$ cat config.mk
export PLATFORM = sky130hd
export DESIGN_NAME = fe_sample_conditioner
export DESIGN_NICKNAME = d
export VERILOG_FILES = /design/src/rtl/gps_fe_pkg.sv /design/src/rtl/fe_mag_monitor.sv /design/src/rtl/fe_sample_conditioner.sv
export SDC_FILE = /design/constraint.sdc
export NUM_CORES = 1
export LEC_CHECK = 0
export ABC_AREA = 1
export CORE_ASPECT_RATIO = 0.5
export CORE_MARGIN = 10
export CORE_UTILIZATION = 56
export DETAILED_ROUTE_END_ITERATION = 12
export DONT_BUFFER_PORTS = 1
export PLACE_DENSITY = 0.81
export SYNTH_ARGS = -nofsm -noshare
export SYNTH_HDL_FRONTEND = slang
export SYNTH_SLANG_ARGS = --single-unit
$ cat constraint.sdc
create_clock -name clk -period 5 [get_ports clk]
set_input_delay 1.25 -clock clk [delete_from_list [all_inputs] [get_ports clk]]
set_output_delay 1.25 -clock clk [all_outputs]
set_load 0.05 [all_outputs]
$ cat src/rtl/gps_fe_pkg.sv
// Shared constants for the GPS front-end conditioning path: PRBS7 generator
// parameters, decimator width and default monitor width.
package gps_fe_pkg;

  localparam int DEFAULT_WIN_W = 24;
  localparam int DCNT_W        = 4;
  localparam int PRBS_W        = 7;
  localparam int PRBS_TAP_HI   = 6;
  localparam int PRBS_TAP_LO   = 5;

  localparam logic [PRBS_W-1:0] PRBS_SEED = 7'h7F;
  localparam logic [DCNT_W-1:0] DCNT_ONE  = 4'd1;

  // x^7 + x^6 + 1, shifting toward the MSB
  function automatic logic [PRBS_W-1:0] prbs7_next(input logic [PRBS_W-1:0] s);
    return {s[PRBS_W-2:0], s[PRBS_TAP_HI] ^ s[PRBS_TAP_LO]};
  endfunction

endpackage

$ cat src/rtl/fe_mag_monitor.sv
// Windowed count of if_mag=1 samples, published once per completed window
// for firmware AGC / level monitoring.
module fe_mag_monitor
  import gps_fe_pkg::*;
#(
  parameter int WIN_W = DEFAULT_WIN_W
) (
  input  logic             clk,
  input  logic             rst,
  input  logic             if_valid,
  input  logic             if_mag,
  input  logic [WIN_W-1:0] cfg_win,
  output logic [WIN_W-1:0] mag_count,
  output logic             mag_ready
);

  localparam logic [WIN_W-1:0] WIN_ONE = {{(WIN_W-1){1'b0}}, 1'b1};

  logic [WIN_W-1:0] scnt_q, scnt_d;
  logic [WIN_W-1:0] acc_q, acc_d;
  logic [WIN_W-1:0] mag_count_q, mag_count_d;
  logic             mag_ready_q, mag_ready_d;
  logic [WIN_W-1:0] acc_inc_s;

  // window bookkeeping; a shrunk cfg_win closes the window on the next sample
  always_comb begin
    scnt_d      = scnt_q;
    acc_d       = acc_q;
    mag_count_d = mag_count_q;
    mag_ready_d = 1'b0;
    acc_inc_s   = acc_q + {{(WIN_W-1){1'b0}}, if_mag};
    if (cfg_win == {WIN_W{1'b0}}) begin
      scnt_d = {WIN_W{1'b0}};
      acc_d  = {WIN_W{1'b0}};
    end else if (if_valid) begin
      if (scnt_q >= (cfg_win - WIN_ONE)) begin
        mag_count_d = acc_inc_s;
        mag_ready_d = 1'b1;
        scnt_d      = {WIN_W{1'b0}};
        acc_d       = {WIN_W{1'b0}};
      end else begin
        scnt_d = scnt_q + WIN_ONE;
        acc_d  = acc_inc_s;
      end
    end else begin
      scnt_d = scnt_q;
    end
  end

  // state registers
  always_ff @(posedge clk) begin
    if (rst) begin
      scnt_q      <= {WIN_W{1'b0}};
      acc_q       <= {WIN_W{1'b0}};
      mag_count_q <= {WIN_W{1'b0}};
      mag_ready_q <= 1'b0;
    end else begin
      scnt_q      <= scnt_d;
      acc_q       <= acc_d;
      mag_count_q <= mag_count_d;
      mag_ready_q <= mag_ready_d;
    end
  end

  assign mag_count = mag_count_q;
  assign mag_ready = mag_ready_q;

endmodule

$ cat src/rtl/fe_sample_conditioner.sv
// Front-end conditioning stage ahead of the baseband tracking channels:
// synchroniser, decimator, PRBS7 test source, output register and level monitor.
module fe_sample_conditioner
  import gps_fe_pkg::*;
#(
  parameter int SYNC_STAGES = 2,
  parameter int WIN_W       = DEFAULT_WIN_W
) (
  input  logic              clk,
  input  logic              rst,
  input  logic              fe_sign,
  input  logic              fe_mag,
  input  logic [DCNT_W-1:0] cfg_decim,
  input  logic              cfg_sign_inv,
  input  logic              cfg_test_en,
  input  logic [WIN_W-1:0]  cfg_win,
  output logic              if_sign,
  output logic              if_mag,
  output logic              if_valid,
  output logic [WIN_W-1:0]  mag_count,
  output logic              mag_ready
);

  logic [SYNC_STAGES-1:0] sync_sign_q, sync_sign_d;
  logic [SYNC_STAGES-1:0] sync_mag_q, sync_mag_d;
  logic [DCNT_W-1:0]      dcnt_q, dcnt_d;
  logic [PRBS_W-1:0]      lfsr_q, lfsr_d;
  logic                   if_sign_q, if_sign_d;
  logic                   if_mag_q, if_mag_d;
  logic                   if_valid_q, if_valid_d;
  logic                   strobe_s, sel_sign_s, sel_mag_s;

  // next state of the sample path; the LFSR runs on strobes even in live mode
  always_comb begin
    sync_sign_d = {sync_sign_q[SYNC_STAGES-2:0], fe_sign};
    sync_mag_d  = {sync_mag_q[SYNC_STAGES-2:0], fe_mag};
    strobe_s    = (dcnt_q >= cfg_decim);
    if (cfg_test_en) begin
      sel_sign_s = lfsr_q[PRBS_TAP_HI];
      sel_mag_s  = lfsr_q[PRBS_TAP_LO];
    end else begin
      sel_sign_s = sync_sign_q[SYNC_STAGES-1];
      sel_mag_s  = sync_mag_q[SYNC_STAGES-1];
    end
    if_valid_d = strobe_s;
    if (strobe_s) begin
      dcnt_d    = {DCNT_W{1'b0}};
      lfsr_d    = prbs7_next(lfsr_q);
      if_sign_d = sel_sign_s ^ cfg_sign_inv;
      if_mag_d  = sel_mag_s;
    end else begin
      dcnt_d    = dcnt_q + DCNT_ONE;
      lfsr_d    = lfsr_q;
      if_sign_d = if_sign_q;
      if_mag_d  = if_mag_q;
    end
  end

  // state registers
  always_ff @(posedge clk) begin
    if (rst) begin
      sync_sign_q <= {SYNC_STAGES{1'b0}};
      sync_mag_q  <= {SYNC_STAGES{1'b0}};
      dcnt_q      <= {DCNT_W{1'b0}};
      lfsr_q      <= PRBS_SEED;
      if_sign_q   <= 1'b0;
      if_mag_q    <= 1'b0;
      if_valid_q  <= 1'b0;
    end else begin
      sync_sign_q <= sync_sign_d;
      sync_mag_q  <= sync_mag_d;
      dcnt_q      <= dcnt_d;
      lfsr_q      <= lfsr_d;
      if_sign_q   <= if_sign_d;
      if_mag_q    <= if_mag_d;
      if_valid_q  <= if_valid_d;
    end
  end

  assign if_sign  = if_sign_q;
  assign if_mag   = if_mag_q;
  assign if_valid = if_valid_q;

  fe_mag_monitor #(
    .WIN_W (WIN_W)
  ) u_mag_monitor (
    .clk       (clk),
    .rst       (rst),
    .if_valid  (if_valid_q),
    .if_mag    (if_mag_q),
    .cfg_win   (cfg_win),
    .mag_count (mag_count),
    .mag_ready (mag_ready)
  );

endmodule

==> results.yml <==
run_status:
  status: "finished clean"
synth:
  synth_compound_area_share_pct: 9.80
  synth_top_family_by_area: "simple AND/OR/NAND/NOR gates"
  yosysTopAreaCell: "dfxtp_1"
  synthArstFlopShare_pct: 0
  synth_edf_count: 0
  muxShareOfSynthArea_pct: 0.174
  synthAdderAreaFrac_pct: 7.41
  synth_fp_nets: 903
  synth_area_um2: 5740
  synthFlopType: "dfxtp_1"
  synth_top_area_share_pct: 31.7
  syn_inst: 835
  synthSimpleGateAreaFrac_pct: 33.5
  seq_area_frac_synth_pct: 31.7
  ys_top_cells_by_area: "dfxtp_1 32%, nand2_1 13%, nor2_1 9.5%, ha_1 7.4%, inv_1 5.8%"
  synth-xor-area-share_pct: 8.24
  yosys_warnings: 0
  ys_types: 38
  synth-seq-cells: 91
  synth_area_per_cell_um2: 6.88
critical_path:
  critPathMaxStageDelay_ns: 0.38
  crit_path_frequent_cell: "nand2_1"
  cp-start-kind: "input pin"
  criticalPathCategory: "input pin to register"
  path_max_fanout: 28
  rr_worst_depth: 8
  critPathCaptureType: "register"
  arrival_ns: 4.22
  slowest_stage: "buf_4"
  cp_cell_sequence: "inv_1, ha_1, inv_1, nor2_1, nand2_1, nor3_1, nand2_1, xor2_1, ha_1, nand2_1, inv_1, nand2_1, nor2_4, nand3_2, clkinv_1, nand2_4, nand2_4, buf_4, nand3_1, nand2_1, nor2_1"
  required_ns: 5.24
floorplan:
  start_util_pct: 56.8
  io_pins: 62
  rows: 26
  die_h_um: 91.6
  dieArea_um2: 15000
  core_area_um2: 10100
  die_w_um: 163
sta:
  maxSlewViolCount: 0
  fin_setup_tns_ns: 0
  setup_violations: 0
  worst_pin_slew_ns: 0.982
  skew_ns: 0.00829
  rsz0062_at_grt: "no"
  maxSlewHeadroom_pct: 34.5
  final.min_clock_period_ns: 3.98
  fin_crit_sh_pct: 79.6
  hold_violations: 0
  holdWs_ns: 0.416
  clock.fmax_mhz: 251
global_route:
  grt_max_degree: 49
  antenna_found_initial: 0
  grt_util_all_layers_pct: 16.8
  grt_pass1_wl_mm: 21.3
  gr-total-overflow: 0
  grt_pass1_vias: 4685
clock_network:
  path_clk_slew_ns: 0.07
  cts-root-buf: "clkbuf_16"
  cts_resized: 0
  numCtsBuffers: 9
  cts_hold_buf: 0
  cts.path.max_buffers: 2
  ctsHtreeMaxLevel: 3
  clkSinkCount: 91
  cts_setup_buffers: 0
  tritoncts: "done"
  insertion_delay_ns: 0.35
route:
  drt_wl_total_mm: 12.6
  drt_iter0_drc: 398
  vias_per_cell: 5.24
  drtAntennaViolNets: 0
  drcViolationCount: 0
  avgRoutedWirePerCell_um: 13.0
  drtPass1Iterations: 5
  dr_total_vias: 5086
layout:
  multi_input_area_um2: 3390
  final_area_um2: 6050
  fin_nets: 893
  drive_gt1_share_pct: 7.23
  fin_cells: 970
  final-seq-area_um2: 1820
  fill_cells: 905
  diodes: 0
  final_common_cell: "nand2_1"
  area_delta_synth_final_pct: 5.38
  final_cell_mix: "200 x nand2_1, 146 x nor2_1, 91 x dfxtp_1"
place:
  io_buffer_count: 0
  placed_area_um2: 5770
  hpwl_mm: 9.54
  place.gp.congestion: 0.881
  dp_cells: 954
pwr:
  ir_worst_vdd_mv: 0.142
  leakage_nw: 2.46
  powerDensity_nw_per_um2: 257
hold_path:
  hold_class: "register to register"
  holdPathStages: 2
flow_run:
  cap_violations: 0
==> worst max-delay path: cells and delay by family <==
kind / cells / cell delay, ns
xor gates and xnor gates: 1 / 0.15
adders and majority gates: 2 / 0.51
buffers and inverters: 5 / 0.66
and+or+nand+nor: 13 / 1.65
==> cells by family (layout without fill, tap and decap cells) <==
family	after synthesis	count (layout)
adder cells (fa/ha/maj)	34	34
multiplexers	1	1
buffers and inverters	118	113
flip-flops	91	91
AND/OR/NAND/NOR	448	448
XOR/XNOR	54	54
AO/OA/AOI/OAI	89	89
==> per-layer routing <==
metal / track usage [%] / routed length (um)
met1: 21.3 / 6000
met4: 5.00 / 187
met2: 27.7 / 5660
met5: 0 / 0
met3: 4.19 / 786
==> path summary, 6_finish.rpt <==
path                                  to          start  slack [ns]
max reg2reg     u_mag_monitor.scnt_q[21]       if_valid        2.56
max          u_mag_monitor.mag_count[17]     cfg_win[0]        1.02
min                        sync_mag_q[1]  sync_mag_q[0]        0.42
min reg2reg                sync_mag_q[1]  sync_mag_q[0]        0.42
==> registers in the layout, summed over array words and instances (netlist names) <==
name	count
u_mag_monitor.acc_q	24
u_mag_monitor.mag_count	24
u_mag_monitor.scnt_q	24
lfsr_q	7
dcnt_q	4
sync_mag_q	2
sync_sign_q	2
if_mag	1
if_sign	1
if_valid	1
u_mag_monitor.mag_ready	1
==> Yosys cell counts (all sizes together) (3+ instances only) <==
cell	instances
nand3	50
buf	14
a21o	3
nor3	11
nand4	17
clkbuf	10
clkinv	3
dfxtp	91
xor2	33
a22oi	6
ha	34
nand3b	5
inv	91
nor4	5
nor2	153
o21ai	17
xnor2	21
nand2	204
a21oi	59
==> final cells by class <==
class | count | share of cell area, %
Clock buffer | 9 | 3.72
Multi-Input combinational cell | 626 | 56.1
Timing Repair Buffer | 3 | 0.372
Sequential cell | 91 | 30.1
Tap cell | 140 | 2.89
Inverter | 94 | 5.83
Clock inverter | 7 | 0.992
==> per-stage QoR <==
step / total power (W) / setup slack [ns] / util [%]
after CTS: 0.00156 / 1.02 / 59.8
after global routing: 0.00162 / 0.738 / 59.8
after global placement: 0.000911 / 0.768 / 57.0
after detailed placement: 0.000916 / 0.659 / 57.0
after floorplan: 0.000894 / 1.33 / -
final: 0.00155 / 1.02 / 59.8
==> where the power goes <==
| group | internal [W] | switching, W |
|---|---|---|
| sequential | 0.000740 | 0.0000233 |
| clock | 0.000345 | 0.000309 |
| combinational | 0.0000432 | 0.0000929 |
| total | 0.00113 | 0.000425 |
Power figures use the tool's default switching activity.
